==> src/rtl/adsr_env.sv <==
// adsr_env: ADSR envelope generator. The envelope is Q2.14 (0x4000 = 1.0) and
// is taken from the top 16 bits of an ACC_WIDTH-bit accumulator.
// State, accumulator and gate history only move on clk edges where en is high.
// Optional build macro ADSR_HOLD_EN adds a HOLD stage at the peak, plus the
// hold_ticks port and its tick counter.
module adsr_env #(
  parameter int ACC_WIDTH = 24
) (
  input  logic        clk,
  input  logic        reset_n,
  input  logic        en,
  input  logic        gate,
  input  logic [15:0] attack_step,
  input  logic [15:0] decay_step,
  input  logic [15:0] sustain_lvl,
  input  logic [15:0] release_step,
`ifdef ADSR_HOLD_EN
  input  logic [15:0] hold_ticks,
`endif
  output logic [15:0] env,
  output logic        env_valid,
  output logic        active
);

  localparam int SH = ACC_WIDTH - 16;
  // 1.0 in accumulator units: bit ACC_WIDTH-2 set.
  localparam logic [ACC_WIDTH-1:0] PEAK = {2'b01, {(ACC_WIDTH-2){1'b0}}};

  typedef enum logic [2:0] {
    S_IDLE,
    S_ATTACK,
`ifdef ADSR_HOLD_EN
    S_HOLD,
`endif
    S_DECAY,
    S_SUSTAIN,
    S_RELEASE
  } state_e;

  state_e               state_q, state_d;
  logic [ACC_WIDTH-1:0] acc_q, acc_d;
  logic                 gate_q;
  logic                 env_valid_q;
`ifdef ADSR_HOLD_EN
  logic [15:0]          hold_cnt_q, hold_cnt_d;
`endif

  // Steps and sustain scaled into accumulator units.
  logic [15:0]          sus_clamp;
  logic [ACC_WIDTH-1:0] astep, dstep, rstep, sus_acc;
  logic [ACC_WIDTH:0]   att_sum, dec_lim;
  logic                 rise, dec_floor;

  assign sus_clamp = (sustain_lvl > 16'h4000) ? 16'h4000 : sustain_lvl;
  assign astep     = {attack_step,  {SH{1'b0}}};
  assign dstep     = {decay_step,   {SH{1'b0}}};
  assign rstep     = {release_step, {SH{1'b0}}};
  assign sus_acc   = {sus_clamp,    {SH{1'b0}}};
  // One extra bit so neither the attack sum nor the decay floor can wrap.
  assign att_sum   = {1'b0, acc_q} + {1'b0, astep};
  assign dec_lim   = {1'b0, dstep} + {1'b0, sus_acc};
  // acc - step <= sustain, rearranged to avoid a negative intermediate.
  assign dec_floor = ({1'b0, acc_q} <= dec_lim);
  assign rise      = gate & ~gate_q;

  // Next-state and accumulator update; gate-low outranks every other move,
  // and a state change consumes its tick without applying a step.
  always_comb begin
    state_d = state_q;
    acc_d   = acc_q;
`ifdef ADSR_HOLD_EN
    hold_cnt_d = hold_cnt_q;
`endif
    case (state_q)
      S_IDLE: begin
        acc_d = '0;
        if (gate) state_d = S_ATTACK;
      end
      S_ATTACK: begin
        if (!gate) state_d = S_RELEASE;
        else if (astep != '0) begin
          if (att_sum >= {1'b0, PEAK}) begin
            acc_d = PEAK;
`ifdef ADSR_HOLD_EN
            state_d    = S_HOLD;
            hold_cnt_d = '0;
`else
            state_d = S_DECAY;
`endif
          end else begin
            acc_d = att_sum[ACC_WIDTH-1:0];
          end
        end
      end
`ifdef ADSR_HOLD_EN
      S_HOLD: begin
        if (!gate) state_d = S_RELEASE;
        else if (rise) state_d = S_ATTACK;
        else begin
          acc_d = PEAK;
          // Leave after the hold_ticks-th tick; 0 behaves like 1.
          if ({1'b0, hold_cnt_q} + 17'd1 >= {1'b0, hold_ticks}) begin
            state_d    = S_DECAY;
            hold_cnt_d = '0;
          end else begin
            hold_cnt_d = hold_cnt_q + 16'd1;
          end
        end
      end
`endif
      S_DECAY: begin
        if (!gate) state_d = S_RELEASE;
        else if (rise) state_d = S_ATTACK;
        else if (dstep != '0) begin
          if (dec_floor) begin
            acc_d   = sus_acc;
            state_d = S_SUSTAIN;
          end else begin
            acc_d = acc_q - dstep;
          end
        end
      end
      S_SUSTAIN: begin
        if (!gate) state_d = S_RELEASE;
        else if (rise) state_d = S_ATTACK;
        else acc_d = sus_acc;
      end
      S_RELEASE: begin
        if (rise) state_d = S_ATTACK;
        else if (rstep != '0) begin
          if (acc_q <= rstep) begin
            acc_d   = '0;
            state_d = S_IDLE;
          end else begin
            acc_d = acc_q - rstep;
          end
        end
      end
      default: begin
        state_d = S_IDLE;
        acc_d   = '0;
      end
    endcase
  end

  // State, accumulator and gate history advance on en; env_valid trails en.
  always_ff @(posedge clk or negedge reset_n) begin
    if (!reset_n) begin
      state_q     <= S_IDLE;
      acc_q       <= '0;
      gate_q      <= 1'b0;
      env_valid_q <= 1'b0;
`ifdef ADSR_HOLD_EN
      hold_cnt_q  <= '0;
`endif
    end else begin
      env_valid_q <= en;
      if (en) begin
        state_q <= state_d;
        acc_q   <= acc_d;
        gate_q  <= gate;
`ifdef ADSR_HOLD_EN
        hold_cnt_q <= hold_cnt_d;
`endif
      end
    end
  end

  assign env       = acc_q[ACC_WIDTH-1 -: 16];
  assign env_valid = env_valid_q;
  assign active    = (state_q != S_IDLE);

endmodule

==> config.mk <==
export PLATFORM = sky130hd
export DESIGN_NAME = adsr_env
export DESIGN_NICKNAME = d
export VERILOG_FILES = /design/src/rtl/adsr_env.sv
export SDC_FILE = /design/constraint.sdc
export NUM_CORES = 1
export LEC_CHECK = 0
export CAP_MARGIN = 20
export CELL_PAD_IN_SITES_DETAIL_PLACEMENT = 2
export CELL_PAD_IN_SITES_GLOBAL_PLACEMENT = 2
export CORE_ASPECT_RATIO = 0.5
export CORE_UTILIZATION = 34
export CTS_CLUSTER_SIZE = 16
export DETAILED_ROUTE_END_ITERATION = 8
export GPL_TIMING_DRIVEN = 0
export PLACE_DENSITY_LB_ADDON = 0.1
export SETUP_SLACK_MARGIN = 0.2
export SLEW_MARGIN = 30
export SYNTH_ARGS = -nofsm -noshare
export SYNTH_HDL_FRONTEND = slang
export SYNTH_SLANG_ARGS = --single-unit
==> constraint.sdc <==
create_clock -name clk -period 4.91 [get_ports clk]
set_input_delay 0.982 -clock clk [delete_from_list [all_inputs] [get_ports clk]]
set_output_delay 0.982 -clock clk [all_outputs]
set_load 0.02 [all_outputs]
==> key figures <==
Outcome
  • Status: finished, violations left
  • Failing checks: negative setup slack

Placed design
  • Routability-driven placement congestion ratio: 0.905
  • Port bufs: 84
  • Post-place instance area: 0.00599 mm²
  • DP HPWL: between 15 and 20 mm

Global route
  • All-Layer GR Usage: a little under a third
  • Largest net degree at the start of global routing: 22
  • First-pass GRT wire length: approximately 34 mm
  • Initial antenna violation count: 0
  • Vias in the first global route: between 5000 and 6000
  • Aggregate global routing overflow: 0

Timing
  • Min Hold Slack: between 600 and 700 ps
  • Final period utilization: 120%
  • Minimum clock period: 5890 ps
  • Worst setup margin: -983 ps
  • Fmax: between 150 and 200 MHz
  • Slew Viols, Final: 0
  • Final Setup Violations: 19
  • Final TNS setup: -16740 ps
  • Final hold violation count: 0
  • Final Skew: 4.43 ps
  • RSZ-0062 raised after global routing: yes
  • Slew headroom: 38.8%
  • Worst-margin pin slew: just under 900 ps

Detailed routing
  • Met1 WL: 11.2 mm
  • WL met3: 1.35 mm
  • Vias per cell: 6.06
  • Antenna Violating Nets Remaining: 0
  • Detailed Routing Iterations Pass 1: 5
  • Routed len/inst: between 20 and 30 µm
  • Metal2 WL: ~10 mm
  • Iteration-0 DRC Markers: roughly 420
  • Vias: around 5600
  • Wirelength, routed: 23.4 mm
  • Top sig layer: met4
  • DRC violations left: 0

Setup path
  • Critical Path AT: between 6000 and 7000 ps
  • CP max stage cell: fa_2
  • Worst path max stage delay: 370 ps
  • CP required: ~5100 ps
  • Crit path launch type: primary input
  • CP Class: in -> reg
  • Critical Path End Type: flip-flop
  • Max FO, Critical Path: 5

Synthesis
  • Mean post-synth cell area: 7.64 µm²
  • Post-synth EDFFs: 0
  • Netlist cell types: slightly below 70
  • Mapped Area: roughly 0.0048 mm²
  • Synthesis Warnings: 0
  • Prevailing post-synth register cell: dfrtp_1
  • FF+latch count, synth: 21
  • Cells after Synth: around 630
  • Sequential-to-total area share from yosys stat: between 10% and 20%
  • Net Count, Synth: slightly below 800
  • Asr flop ratio synth: 100%

Pwr
  • Sw Ratio: between 50 and 60%
  • Net Sw Power: roughly 960 µW
  • Power per cell area: between 200 and 300 mW/mm²
  • Pleak: ~2.9 nW
  • VDD IR max: ~0.15 mV
  • Pint: approximately 820 µW
  • Power share of the clock group: between 10% and 20%
  • Reg power frac: between 15 and 20%
  • Combinational share of power: 72.9%

CTS
  • Clk slew on worst S/H paths: roughly 70 ps
  • Sink Count: 21
  • Num CTS Buffers: 3
  • Root Buffer Master: clkbuf_16
  • Max Root-Sink Buffers: 2
  • CTS H-tree depth: 1
  • Clk_lat worst skew: approximately 260 ps
  • CTS tree: built
  • Post-cts hold buffer count: 0

Floorplanning
  • Initial Util: 35.0%
  • Die area: 0.0146 mm²
  • Rows: 30
  • Die Y: between 80 and 90 µm
  • Core area: 0.0137 mm²
  • Die Wd: 170 µm
  • Io pins: 86

Layout
  • ANT cells: 0
  • Area grow syn2layout: 34.6%
  • Fraction of layout cells with a size suffix above 1: approximately 15%
  • Commonest non-fill, non-tap cell in the layout: ha_1
  • Nets: around 900
  • Final Cell Area: ~0.0064 mm²
  • Most frequent cells in the layout: ha_1 (77), clkdlybuf4s50_1 (69), inv_1 (54)
  • Final Util: 47.2%
  • Fillers: roughly 1600

Run
  • Max cap viols: 0

Min path
  • Hold WC Path Type: reg -> reg
[layout make-up]
cell class | instances | area (µm²) | share of cell area [%]
plain buffers | 14 | 75.1 | 1.16
repair buffers | 105 | 1010 | 15.7
multi-input cells | 536 | 4300 | 66.7
clock buffers | 4 | 78.8 | 1.22
well taps | 192 | 240 | 3.73
inverters | 56 | 210 | 3.26
flip-flops and latches | 21 | 526 | 8.15
[sequential cells by signal, summed over array words and instances, names as in the netlist]
register,count
gate_q,1
env_valid,1
acc_q,16
state_q,3
[stage by stage]
stage / std cells / setup WS, ps / total power, mW
finish: 928 / -983 / 1.77
global route: 928 / -1240 / 1.86
floorplan: 627 / -439 / 0.995
CTS: 924 / -859 / 1.65
global placement: 903 / -1810 / 1.38
detailed placement: 903 / -1860 / 1.42
[path summary, 6_finish.rpt]
check	slack [ps]	start	cells past startpoint	end
hold / removal	690	acc_q[8]$_DFFE_PN0P_	2	acc_q[8]$_DFFE_PN0P_
setup reg to reg	780	acc_q[9]$_DFFE_PN0P_	11	acc_q[15]$_DFFE_PN0P_
max in group asynchronous	3840	reset_n	1	acc_q[18]$_DFFE_PN0P_
min in group asynchronous	700	reset_n	1	state_q[2]$_DFFE_PN0P_
setup / recovery	-980	sustain_lvl[1]	29	acc_q[21]$_DFFE_PN0P_
hold reg to reg	690	acc_q[8]$_DFFE_PN0P_	2	acc_q[8]$_DFFE_PN0P_
[per-layer routing]
| layer | vias up | global-route usage, % |
|---|---|---|
| li1 | 2576 | - |
| met1 | 2806 | 43.6 |
| met2 | 207 | 50.6 |
| met3 | 35 | 2.26 |
| met4 | 0 | 5.57 |
| met5 | - | 0 |
[synthesized netlist by cell type, types with 8 or more instances]
| cell type | instances | area, µm² |
|---|---|---|
| ha_1 | 80 | 1000 |
| nand2_1 | 62 | 233 |
| inv_1 | 56 | 210 |
| a21oi_1 | 44 | 220 |
| o21ai_0 | 40 | 200 |
| nor2_1 | 30 | 113 |
| xnor2_1 | 27 | 236 |
| dfrtp_1 | 21 | 526 |
| xor2_1 | 21 | 184 |
| nor4_1 | 16 | 100 |
| a21o_1 | 15 | 113 |
| nand3_1 | 15 | 75.1 |
| and2_1 | 13 | 81.3 |
| nand2b_1 | 11 | 68.8 |
| clkbuf_1 | 10 | 37.5 |
| nand4_1 | 10 | 62.6 |
| nor3_1 | 10 | 50.1 |
| o21bai_1 | 9 | 67.6 |
| a221oi_1 | 8 | 70.1 |
| a31oi_1 | 8 | 50.1 |
| a32oi_1 | 8 | 70.1 |
| mux2i_1 | 8 | 80.1 |
[worst max-delay path, delay by kind of cell]
family,cells,cell delay [ps]
AO/OA/AOI/OAI,10,1670
AND/OR/NAND/NOR,9,1640
adder cells (fa/ha/maj),2,680
buffers and inverters,7,940
XOR/XNOR,1,150
[logic make-up after synthesis]
kind of cell,Yosys count,share of synthesized area (%)
flip-flops,21,11.0
buffers and inverters,70,5.59
multiplexers,14,3.16
adder cells (fa/ha/maj),84,22.6
other,1,0.0783
AO/OA/AOI/OAI,197,28.8
AND/OR/NAND/NOR,192,20.1
XOR/XNOR,48,8.78
[power by group through the flow]
stage          sequential, mW  clock (mW)  combinational [mW]
6_report                0.293       0.188                1.29
4_1_cts                 0.286       0.182                1.18
5_1_grt                 0.295       0.192                1.38
3_3_place_gp            0.286           0                1.10
2_1_floorplan           0.270           0               0.726
3_5_place_dp            0.289           0                1.13
[timing repair]
action | 4_1_cts | 5_1_grt
pin swaps | 23 | 27
gates cloned | 1 | 0
gates resized for setup | 75 | 37
setup buffers | 16 | 4
endpoints found under the hold margin | 0 | 0
setup endpoints to repair | 19 | 19
(Power assumes the default switching activity.)
